File: src/rtl/usbh_report_encoder_keypad.sv
// Re-encodes a 12-bit gamepad button vector into an 8-byte HID boot-keyboard
// report using keypad keycodes, scanned one button per cycle and offered on valid/ready.
module usbh_report_encoder_keypad #(
  parameter int unsigned IDLE_PERIOD    = 0,
  parameter int unsigned ROLLOVER_LIMIT = 6
) (
  input  logic        i_clk,
  input  logic        i_rst,
  input  logic [11:0] i_btn,
  output logic [63:0] o_report,
  output logic        o_report_valid,
  input  logic        i_report_ready
);

  localparam logic [23:0] IDLE_P = IDLE_PERIOD[23:0];
  localparam logic [2:0]  LIMIT  = ROLLOVER_LIMIT[2:0];

  typedef enum logic [1:0] {S_IDLE, S_SCAN, S_OFFER} state_t;

  state_t      state_q, state_d;
  logic [11:0] snap_q, snap_d;
  logic [11:0] last_q, last_d;
  logic [3:0]  idx_q, idx_d;
  logic [2:0]  cnt_q, cnt_d;
  logic        ovf_q, ovf_d;
  logic [47:0] work_q, work_d;
  logic [63:0] report_q, report_d;
  logic        valid_q, valid_d;
  logic [23:0] idle_q, idle_d;
  logic [63:0] rollover_report;
  logic        repeat_hit;

  function automatic logic [7:0] keycode(input logic [3:0] idx);
    case (idx)
      4'd0:    keycode = 8'h5F;
      4'd1:    keycode = 8'h59;
      4'd2:    keycode = 8'h57;
      4'd3:    keycode = 8'h58;
      4'd4:    keycode = 8'h60;
      4'd5:    keycode = 8'h5A;
      4'd6:    keycode = 8'h5C;
      4'd7:    keycode = 8'h5E;
      4'd8:    keycode = 8'h61;
      4'd9:    keycode = 8'h5B;
      4'd10:   keycode = 8'h62;
      4'd11:   keycode = 8'h63;
      default: keycode = 8'h00;
    endcase
  endfunction

  // ErrorRollOver fills exactly the usable slots; the rest stay zero.
  assign rollover_report[15:0] = 16'h0000;
  for (genvar gi = 0; gi < 6; gi++) begin : g_rollover
    assign rollover_report[16 + 8*gi +: 8] = (gi < int'(ROLLOVER_LIMIT)) ? 8'h01 : 8'h00;
  end

  assign repeat_hit = (IDLE_P != 24'd0) && (idle_q == IDLE_P - 24'd1);

  always_comb begin
    state_d  = state_q;
    snap_d   = snap_q;
    last_d   = last_q;
    idx_d    = idx_q;
    cnt_d    = cnt_q;
    ovf_d    = ovf_q;
    work_d   = work_q;
    report_d = report_q;
    valid_d  = valid_q;
    idle_d   = idle_q;
    case (state_q)
      S_IDLE: begin
        if ((i_btn != last_q) || repeat_hit) begin
          snap_d  = i_btn;
          idx_d   = 4'd0;
          cnt_d   = 3'd0;
          ovf_d   = 1'b0;
          work_d  = 48'd0;
          idle_d  = 24'd0;
          state_d = S_SCAN;
        end else begin
          idle_d = idle_q + 24'd1;
        end
      end
      S_SCAN: begin
        if (idx_q != 4'd12) begin
          idx_d = idx_q + 4'd1;
          if (snap_q[idx_q]) begin
            if (cnt_q < LIMIT) begin
              work_d[{cnt_q, 3'b000} +: 8] = keycode(idx_q);
              cnt_d = cnt_q + 3'd1;
            end else begin
              ovf_d = 1'b1;
            end
          end
        end else begin
          report_d = ovf_q ? rollover_report : {work_q, 16'h0000};
          valid_d  = 1'b1;
          state_d  = S_OFFER;
        end
      end
      S_OFFER: begin
        // The button state is only committed as sent once the consumer takes it.
        if (i_report_ready) begin
          valid_d = 1'b0;
          last_d  = snap_q;
          state_d = S_IDLE;
        end
      end
      default: state_d = S_IDLE;
    endcase
  end

  always_ff @(posedge i_clk or posedge i_rst) begin
    if (i_rst) begin
      state_q  <= S_IDLE;
      snap_q   <= 12'd0;
      last_q   <= 12'd0;
      idx_q    <= 4'd0;
      cnt_q    <= 3'd0;
      ovf_q    <= 1'b0;
      work_q   <= 48'd0;
      report_q <= 64'd0;
      valid_q  <= 1'b0;
      idle_q   <= 24'd0;
    end else begin
      state_q  <= state_d;
      snap_q   <= snap_d;
      last_q   <= last_d;
      idx_q    <= idx_d;
      cnt_q    <= cnt_d;
      ovf_q    <= ovf_d;
      work_q   <= work_d;
      report_q <= report_d;
      valid_q  <= valid_d;
      idle_q   <= idle_d;
    end
  end

  assign o_report       = report_q;
  assign o_report_valid = valid_q;

endmodule

File: config.mk
export PLATFORM = sky130hd
export DESIGN_NAME = usbh_report_encoder_keypad
export DESIGN_NICKNAME = d
export VERILOG_FILES = /design/src/rtl/usbh_report_encoder_keypad.sv
export SDC_FILE = /design/constraint.sdc
export NUM_CORES = 1
export LEC_CHECK = 0
export ABC_AREA = 1
export BUFFER_PORTS_ARGS = -buffer_cell sky130_fd_sc_hd__buf_2
export CORE_ASPECT_RATIO = 0.9
export CORE_MARGIN = 5
export CORE_UTILIZATION = 60
export CTS_CLUSTER_DIAMETER = 50
export DETAILED_ROUTE_END_ITERATION = 10
export PLACE_DENSITY = 0.95
export SETUP_SLACK_MARGIN = 0.2
export SLEW_MARGIN = 20
export SYNTH_ARGS = -nofsm -noshare
export SYNTH_HDL_FRONTEND = slang
export SYNTH_SLANG_ARGS = --single-unit
export TNS_END_PERCENT = 10
File: constraint.sdc
create_clock -name i_clk -period 10.4 [get_ports i_clk]
set_input_delay 1.56 -clock i_clk [delete_from_list [all_inputs] [get_ports i_clk]]
set_output_delay 1.56 -clock i_clk [all_outputs]
set_load 0.02 [all_outputs]
==> results of run 1 <==
[worst max-delay path by stage]
stage,end,start,cells after the start,slack (ps)
floorplan,cnt_q[0],i_rst,1,5650
global placement,work_q[1],i_btn[11],12,6760
detailed placement,work_q[3],i_btn[10],12,6690
CTS,work_q[18],i_btn[10],12,7140
global route,work_q[18],i_btn[7],10,6830
finish,work_q[18],i_btn[4],12,7030
[metrics by stage]
stage | std cells | hold slack (ps)
finish | 965 | 472
global route | 965 | 489
CTS | 965 | 476
detailed placement | 933 | 460
global placement | 933 | 449
floorplan | 786 | 443
[cells by family (layout without fill, tap and decap cells)]
group / after synthesis / in the layout / synth area share
other: 1 / 16 / 0.000628
AO/OA/AOI/OAI: 49 / 49 / 0.0430
XOR/XNOR: 4 / 4 / 0.00587
adder cells (fa/ha/maj): 14 / 14 / 0.0293
buffers and inverters: 109 / 162 / 0.0874
flip-flops: 120 / 120 / 0.503
AND/OR/NAND/NOR: 474 / 474 / 0.331
[placed cells by master, fill, tap and decap left out, types with 2 or more instances in the layout]
master / n
ha_1: 14
clkinv_4: 2
nand2_1: 311
clkbuf_16: 16
nor2_1: 41
xnor2_1: 4
nand3_1: 96
inv_1: 55
nor3_1: 9
nor2_2: 3
inv_2: 9
buf_2: 63
nand4_1: 9
a21oi_1: 5
conb_1: 16
clkbuf_8: 2
dfrtp_1: 120
inv_6: 4
o21ai_0: 40
clkinv_2: 5
bufinv_16: 2
[flip-flops by register name, indices dropped and copies added, names as in the netlist]
name,cells
o_report_valid,1
snap_q,12
cnt_q,3
o_report,43
work_q,42
idx_q,4
ovf_q,1
last_q,12
state_q,2
[power by group through the flow]
stage / registers [W] / clock network, W / logic (W)
final: 0.000702 / 0.000566 / 0.000834
after global routing: 0.000720 / 0.000590 / 0.000913
after CTS: 0.000698 / 0.000567 / 0.000814
after detailed placement: 0.000701 / 0 / 0.000786
after global placement: 0.000697 / 0 / 0.000761
after floorplan: 0.000721 / 0 / 0.000601
[area by class of cell]
type                    instances  area, um^2  area share
repair buffers                 64         327      0.0479
flip-flops and latches        120        3000       0.441
well taps                     126         158      0.0231
clock inverters                14         145      0.0213
multi-input cells             557        2500       0.367
clock buffers                  18         428      0.0628
inverters                      66         250      0.0367
[metal layers]
layer,global-route usage,up-vias
met5,0,-
met4,0.108,0
met3,0.0676,56
li1,-,2517
met1,0.361,2521
met2,0.391,309
[worst max-delay path: stages]
cell     delay [ps]
buf_2           120
inv_1           100
nand2_1          60
nand2_1          50
nand2_1          60
nor2_1          130
nand3_1          90
nand2_1         470
nand2_1         510
nand4_1         400
nand2_1         140
nand2_1         110
==> reports/qor.txt, run 1 <==
# fillers: 665
Yosys top cell area share: 0.503
metal3 WL: 1.39 mm
Reg clk slew, reported paths: 60 ps
routed vias/inst: 5.60
Gate Count Post-Synth: 771
average size of a mapped cell: 7.75 um^2
drt initial violations: 763
HP Class: register to register
number of setup violations in the final report: 0
period utilisation layout: 0.324
max cap viols: 0
Root Driver: clkbuf_8
core box area: 9700 um^2
initial antenna violation count: 0
hold depth: 2
most frequent cell after synthesis: nand2_1
Setup WS post-layout: 7030 ps
ys async rst share: 1.00
unrepaired setup endpoints after global routing: no
fin. max-slew vios: 0
H-tree levels: 4
combinational power share: 0.397
setup TNS: 0 ps
yosys synthesis warning count: 0
final core utilization: 0.703
layout cells sized above 1: 0.135
post-synthesis sequential area ratio: 0.503
Post-CTS Resized: 0
Pint: 0.00116 W
Pwr Density: 309 nW/um^2
Final GP Congestion: 0.966
CP Class: primary input to register
worst r2r src: idx_q[0]
post-route ant nets: 0
mean routed wirelength per cell: 15.5 um
FF+latch count, synth: 120
Reg power frac: 0.334
crit end category: register
ys flop type: dfrtp_1
sw frac: 0.447
Port Buf Inserts: 63
CTS Hold Bufs: 0
Placement Cell Area: 6240 um^2
largest fanout on the critical path: 23
Leak: 3.92 nW
final WL: 15.0 mm
synth unique cells: 29
Worst EP arrival: 3820 ps
first-pass GRT wire length: 25.2 mm
# DRC: 0
status: complete, no violations
Clock Skew: 8.35 ps
Synth-to-Final Area Change: 14.1%
Die Footprint: 12100 um^2
row count: 34
Die X: 115 um
Worst EP required: 10860 ps
# Post-CTS Setup Buffers: 0
Finished Cell Area: 6810 um^2
Hold Fails Final Rpt: 0
CTS tree: built
actual slew at the worst max-slew pin: 959 ps
flop2flop setup slack: 7140 ps
Worst-Skew Late Latency: 530 ps
power share of the clock group: 0.269
initial core utilization: 0.616
DR top layer: met4
drt first pass iters: 6
nets@finish: 855
pre-CTS worst setup slack: 6690 ps
maximum vdd drop: 0.000136 V
cell taking the most area after synthesis: dfrtp_1
Num CTS Buffers: 17
Setup crit start kind: primary input
vias: 5403
HP Start: o_report[57]
largest net degree at the start of global routing: 91
Post-Syn Area: 5970 um^2
HPWL Detailed: 9.65 mm
Design Power: 0.00210 W
FF-to-FF End: o_report[26]
routed metal-1 wire length: 6.18 mm
clk buf depth: 2
sw power: 0.000940 W
GRT Total Usage: 0.261
Worst Hold End: o_report[57]
top cells by count, synth: nand2_1 (311), dfrtp_1 (120), nand3_1 (96)
fin crit period: 3370 ps
r2r worst-path depth: 9
FMAX: 0.297 GHz
# IOs: 80
synth top area cells: dfrtp_1 (50%), nand2_1 (20%), nand3_1 (8.0%)
number of flops mapped to enable cells by yosys: 0
slew margin rel.: 0.359
Die Y: 105 um
vias in the first global route: 5163
# clock sinks: 120
number of antenna diodes: 0
met2 wire len: 6.91 mm
total grt overflow: 0
(Power assumes the default switching activity.)
==> inputs of run 2 (changes only) <==
--- a/config.mk
+++ b/config.mk
@@ -5,14 +5,14 @@
 export SDC_FILE = /design/constraint.sdc
 export NUM_CORES = 1
 export LEC_CHECK = 0
-export ABC_AREA = 1
+export ABC_AREA = 0
 export BUFFER_PORTS_ARGS = -buffer_cell sky130_fd_sc_hd__buf_2
 export CORE_ASPECT_RATIO = 0.9
 export CORE_MARGIN = 5
-export CORE_UTILIZATION = 60
+export CORE_UTILIZATION = 58
 export CTS_CLUSTER_DIAMETER = 50
 export DETAILED_ROUTE_END_ITERATION = 10
-export PLACE_DENSITY = 0.95
+export PLACE_DENSITY = 0.92
 export SETUP_SLACK_MARGIN = 0.2
 export SLEW_MARGIN = 20
 export SYNTH_ARGS = -nofsm -noshare
==> constraint.sdc (replaced) <==
create_clock -name i_clk -period 3.31 [get_ports i_clk]
set_input_delay 0.4965 -clock i_clk [delete_from_list [all_inputs] [get_ports i_clk]]
set_output_delay 0.4965 -clock i_clk [all_outputs]
set_load 0.02 [all_outputs]
==> reports/qor.txt, run 2 <==
status: complete, no violations
Post-Syn Area: 5840 um^2 (-2.2%)
Synth-to-Final Area Change: 16.4%
vias: 4358 (-19%)
Leak: 3.31 nW (-16%)
# fillers: 658 (-1.1%)
period utilisation layout: 0.833
Port Buf Inserts: 63 (unchanged)
Root Driver: clkbuf_8
yosys synthesis warning count: 0 (unchanged)
H-tree levels: 4 (unchanged)
maximum vdd drop: 0.000403 V (+200%)
FF+latch count, synth: 120 (unchanged)
max reg flops: 43 (unchanged)
Post-CTS Resized: 0 (unchanged)
max cap viols: 0 (unchanged)
commonest non-fill, non-tap cell in the layout: dfrtp_1
most frequent cell after synthesis: dfrtp_1
Final GP Congestion: 0.891 (-7.8%)
actual slew at the worst max-slew pin: 1020 ps (+58.9 ps)
Die Y: 105 um (+0.52%)
final WL: 13.7 mm (-8.8%)
Finished Cell Area: 6800 um^2 (-0.28%)
routed vias/inst: 5.76 (+2.8%)
clk buf depth: 2 (unchanged)
largest fanout on the critical path: 12 (-48%)
Yosys top cell area share: 0.514 (+0.0114)
Worst-Skew Late Latency: 520 ps (about the same)
unrepaired setup endpoints after global routing: no
vias in the first global route: 4471 (-13%)
ys flop type: dfrtp_1
cell taking the most area after synthesis: dfrtp_1
mean routed wirelength per cell: 18.1 um (+16%)
Hold Fails Final Rpt: 0 (unchanged)
core box area: 9740 um^2 (+0.44%)
drt first pass iters: 5 (-1)
total grt overflow: 0 (unchanged)
# IOs: 80 (unchanged)
Clock Skew: 11.5 ps (+3.19 ps)
GRT Total Usage: 0.236 (-0.0242)
CP Class: register to register
fin crit period: 2760 ps
Num CTS Buffers: 17 (unchanged)
# clock sinks: 120 (unchanged)
layout cells sized above 1: 0.228 (+0.0935)
HP Class: primary input to register
Die X: 116 um (+0.53%)
synth top area cells: dfrtp_1 (51%), nand2_1 (7.1%), mux2_2 (5.0%)
hold depth: 3 (+1)
number of antenna diodes: 0 (unchanged)
setup TNS: 0 ps (unchanged)
average size of a mapped cell: 10.4 um^2 (+35%)
HPWL Detailed: 9.00 mm (-6.8%)
Setup crit start kind: register
Design Power: 0.00659 W (+210%)
first-pass GRT wire length: 22.7 mm (-9.9%)
fin. max-slew vios: 0 (unchanged)
# DRC: 0 (unchanged)
Placement Cell Area: 6180 um^2 (-0.92%)
synth unique cells: 57 (+97%)
top cells by count, synth: dfrtp_1 (120), nand2_1 (110), o21ai_0 (49)
row count: 34 (unchanged)
# Post-CTS Setup Buffers: 0 (unchanged)
Reg clk slew, reported paths: 60 ps (about the same)
Register Area: 3000 um^2 (unchanged)
slew margin rel.: 0.322 (-0.0377)
Pwr Density: 970 nW/um^2 (+210%)
post-synthesis sequential area ratio: 0.514 (+0.0114)
largest net degree at the start of global routing: 77 (-15%)
Gate Count Post-Synth: 560 (-27%)
CTS Hold Bufs: 0 (unchanged)
Worst EP arrival: 3150 ps (-670 ps)
Die Footprint: 12200 um^2 (+1.0%)
FMAX: 0.363 GHz
CTS tree: built
number of setup violations in the final report: 0 (unchanged)
post-route ant nets: 0 (unchanged)
ys async rst share: 1.00 (unchanged)
drt initial violations: 491 (-36%)
crit end category: register
r2r worst-path depth: 4 (-5)
nets@finish: 647 (-24%)
area taken by multi-input logic gates: 2570 um^2 (+2.7%)
initial core utilization: 0.599 (-0.0163)
number of flops mapped to enable cells by yosys: 0 (unchanged)
Worst EP required: 3710 ps (-7150 ps)
most frequent cells in the layout: dfrtp_1 (120), nand2_1 (110), buf_2 (63), o21ai_0 (49), nand2b_1 (38)
initial antenna violation count: 0 (unchanged)
==> run 2: cell count changes in the layout (fill, tap and decap cells not counted), moves of 12 or more <==
cell / delta
xor2_1: +12
inv_1: -45
nand2_1: -201
nand3_1: -93
nor2_1: -18
mux2_2: +26
nand2b_1: +38
mux2i_1: +15
==> run 2: metal layers <==
metal,global-route usage,vias to the layer above,share of wire
met4,0.107,0,0.034
met1,0.305,2108,0.40
li1,-,1994,-
met5,0,-,0
met3,0.0566,41,0.075
met2,0.378,215,0.49
==> run 2: layout make-up <==
type / instances / share of cell area
sequential: 120 / 0.442
clock buffer: 19 / 0.0650
tap: 126 / 0.0232
multi-input combinational: 393 / 0.378
timing repair buffer: 75 / 0.0637
inverter: 11 / 0.00663
clock inverter: 13 / 0.0212
==> run 2: worst paths after layout <==
kind	start	end	slack, ps
min reg2reg	o_report[61]	o_report[61]	480
max in group asynchronous	i_rst	snap_q[0]	2040
max	state_q[0]	work_q[26]	550
max reg2reg	state_q[0]	work_q[26]	550
min	i_btn[1]	snap_q[1]	200
min in group asynchronous	i_rst	work_q[43]	520
==> run 2: per-stage QoR <==
stage          std cells   util  hold slack (ps)  setup WS (ps)
2_1_floorplan        575      -              451           1040
3_3_place_gp         723  0.634              456            707
3_5_place_dp         723  0.634              466            644
4_1_cts              755  0.694              179            595
5_1_grt              757  0.698              190            425
6_report             757  0.698              199            553
==> run 2: kinds of logic after synthesis <==
family | after synthesis | share of synthesized area
AOI/OAI and AO/OA | 106 | 0.140
other | 1 | 0.000642
buffers and inverters | 62 | 0.0570
and+or+nand+nor | 203 | 0.162
adders and majority gates | 14 | 0.0300
muxes | 41 | 0.0759
DFF | 120 | 0.514
xor gates and xnor gates | 13 | 0.0195
==> run 2: worst max-delay path, stage by stage, from the launching register on <==
cell and delay (ps):
dfrtp_1 440, nor2b_1 540, nand2_1 610, a221oi_4 640
mux2_2 400
==> run 2: where the power goes <==
| group | internal, W | switching, W |
|---|---|---|
| combinational | 0.000941 | 0.00161 |
| clock | 0.00112 | 0.000693 |
| sequential | 0.00185 | 0.000377 |
==> inputs of run 3 (changes only) <==
--- a/config.mk
+++ b/config.mk
@@ -9,10 +9,10 @@
 export BUFFER_PORTS_ARGS = -buffer_cell sky130_fd_sc_hd__buf_2
 export CORE_ASPECT_RATIO = 0.9
 export CORE_MARGIN = 5
-export CORE_UTILIZATION = 58
+export CORE_UTILIZATION = 52
 export CTS_CLUSTER_DIAMETER = 50
 export DETAILED_ROUTE_END_ITERATION = 10
-export PLACE_DENSITY = 0.92
+export PLACE_DENSITY = 0.88
 export SETUP_SLACK_MARGIN = 0.2
 export SLEW_MARGIN = 20
 export SYNTH_ARGS = -nofsm -noshare
==> constraint.sdc (replaced) <==
create_clock -name i_clk -period 2.5 [get_ports i_clk]
set_input_delay 0.375 -clock i_clk [delete_from_list [all_inputs] [get_ports i_clk]]
set_output_delay 0.375 -clock i_clk [all_outputs]
set_load 0.02 [all_outputs]
==> reports/qor.txt, run 3 (same netlist as run 2, synthesis figures left out) <==
status: complete, no violations
power share of the clock group: 0.250 (-0.024)
Reg power frac: 0.308 (-0.030)
Setup WS post-layout: 201 ps (-352 ps)
fin crit period: 2300 ps (-458 ps)
CP Class: register to register
Num CTS Buffers: 17 (unchanged)
HP Class: primary input to asynchronous set/reset pin
sw power: 0.00364 W (+36%)
Worst-Skew Late Latency: 420 ps (-100 ps)
Die Y: 111 um (+5.1%)
drt initial violations: 309 (-37%)
initial core utilization: 0.536 (-0.0637)
Register Area: 3010 um^2 (+0.12%)
commonest non-fill, non-tap cell in the layout: dfrtp_1
largest stage delay on the critical path: 470 ps (-170 ps)
Worst EP required: 2790 ps (-920 ps)
Final GP Congestion: 0.879 (-1.3%)
area taken by multi-input logic gates: 2620 um^2 (+2.0%)
GRT Total Usage: 0.206 (-0.0307)
total grt overflow: 0 (unchanged)
core box area: 10900 um^2 (+12%)
period utilisation layout: 0.919 (+0.0866)
FMAX: 0.435 GHz (+20%)
Pwr Density: 1310 nW/um^2 (+35%)
slew margin rel.: 0.503 (+0.182)
max reg flops: 43 (unchanged)
mean routed wirelength per cell: 16.7 um (-7.6%)
unrepaired setup endpoints after global routing: yes
actual slew at the worst max-slew pin: 744 ps (-274 ps)
Synth-to-Final Area Change: 23.0%
pre-CTS worst setup slack: 54.1 ps (-590 ps)
Leak: 3.50 nW (+5.8%)
routed vias/inst: 5.37 (-6.8%)
CP top delay family: compound AO/OA/AOI/OAI gates
Worst EP arrival: 2590 ps (-560 ps)
layout cells sized above 1: 0.284 (+0.0560)
Pint: 0.00576 W (+47%)
fin. max-slew vios: 0 (unchanged)
CP Depth: 8 (+4)
Buf+Inv Stages, Crit Path: 3 (+3)
HPWL Detailed: 9.34 mm (+3.8%)
number of setup violations in the final report: 0 (unchanged)
# clock sinks: 120 (unchanged)
most frequent cells in the layout: dfrtp_1 (117), nand2_1 (108), buf_2 (63), o21ai_0 (49), buf_4 (41)
Die X: 122 um (+5.1%)
Port Buf Inserts: 63 (unchanged)
max cap viols: 0 (unchanged)
Root Driver: clkbuf_16
post-route ant nets: 0 (unchanged)
largest fanout on the critical path: 8 (-4)
final WL: 13.6 mm (-0.26%)
initial antenna violation count: 0 (unchanged)
largest net degree at the start of global routing: 86 (+12%)
Critical-path top delay cell: dfrtp_2
maximum vdd drop: 0.000959 V (+140%)
Reg clk slew, reported paths: 50 ps (about the same)
drt first pass iters: 5 (unchanged)
clk buf depth: 2 (unchanged)
crit-path cells: buf_4 > mux2i_1 > a221oi_4 > a221oi_4 > buf_12 > a211oi_4 > buf_4 > mux2_2
Clock Skew: 11.3 ps (-0.219 ps)
Die Footprint: 13500 um^2 (+10%)
Hold Fails Final Rpt: 0 (unchanged)
row count: 36 (+5.9%)
first-pass GRT wire length: 22.0 mm (-3.2%)
vias: 4384 (+0.60%)
# DRC: 0 (unchanged)
CTS Hold Bufs: 0 (unchanged)
setup TNS: 0 ps (unchanged)
# IOs: 80 (unchanged)
vias in the first global route: 4464 (-0.16%)
H-tree levels: 4 (unchanged)
combinational power share: 0.442 (+0.054)
crit end category: register
number of antenna diodes: 0 (unchanged)
Setup crit start kind: register
r2r worst-path depth: 8 (+4)
WHS: 83.1 ps (-116 ps)
# fillers: 826 (+26%)
CTS tree: built
nets@finish: 683 (+5.6%)
sw frac: 0.387 (-0.0199)
==> run 3: timing repair <==
action | 4_1_cts | 5_1_grt
gates resized for setup | 2 | 12
pin swaps | 3 | 8
setup endpoints to repair | 34 | 39
buffers inserted | 4 | 8
==> run 3: final timing paths <==
kind	start	end	slack, ps
min in group i_clk	i_btn[7]	snap_q[7]	170
worst min-delay path	i_rst	o_report_valid	80
worst max-delay path	idx_q[1]	work_q[20]	200
max in group asynchronous	i_rst	ovf_q	1710
worst min register to register	o_report[25]	o_report[25]	470
worst max register to register	idx_q[1]	work_q[20]	200
==> run 3: cell type report <==
class	instances	area share
clock buffer	19	0.0617
clock inverter	11	0.0178
inverter	11	0.00627
multi-input combinational	393	0.365
sequential	120	0.419
tap	152	0.0265
timing repair buffer	111	0.104
==> run 3: metrics by stage <==
step | instances | utilization | total power, W | instance area, um^2
6_report | 817 | 0.659 | 0.00941 | 7180
4_1_cts | 809 | 0.647 | 0.00909 | 7050
3_5_place_dp | 775 | 0.591 | 0.00662 | 6440
3_3_place_gp | 775 | 0.591 | 0.00645 | 6440
5_1_grt | 817 | 0.659 | 0.00993 | 7180
2_1_floorplan | 575 | - | 0.00533 | 5900
==> run 3: routing by layer <==
metal | vias to the layer above | track usage | part of all wire
met5 | - | 0 | 0
met4 | 0 | 0.0859 | 0.022
met3 | 28 | 0.0521 | 0.059
met2 | 145 | 0.343 | 0.50
met1 | 2147 | 0.253 | 0.42
li1 | 2064 | - | -
==> run 3: power groups by stage <==
| stage | clock network, W | registers (W) | logic (W) |
|---|---|---|---|
| 2_1_floorplan | 0 | 0.00294 | 0.00240 |
| 6_report | 0.00235 | 0.00289 | 0.00416 |
| 5_1_grt | 0.00248 | 0.00296 | 0.00449 |
| 4_1_cts | 0.00238 | 0.00288 | 0.00382 |
| 3_3_place_gp | 0 | 0.00287 | 0.00358 |
| 3_5_place_dp | 0 | 0.00291 | 0.00371 |
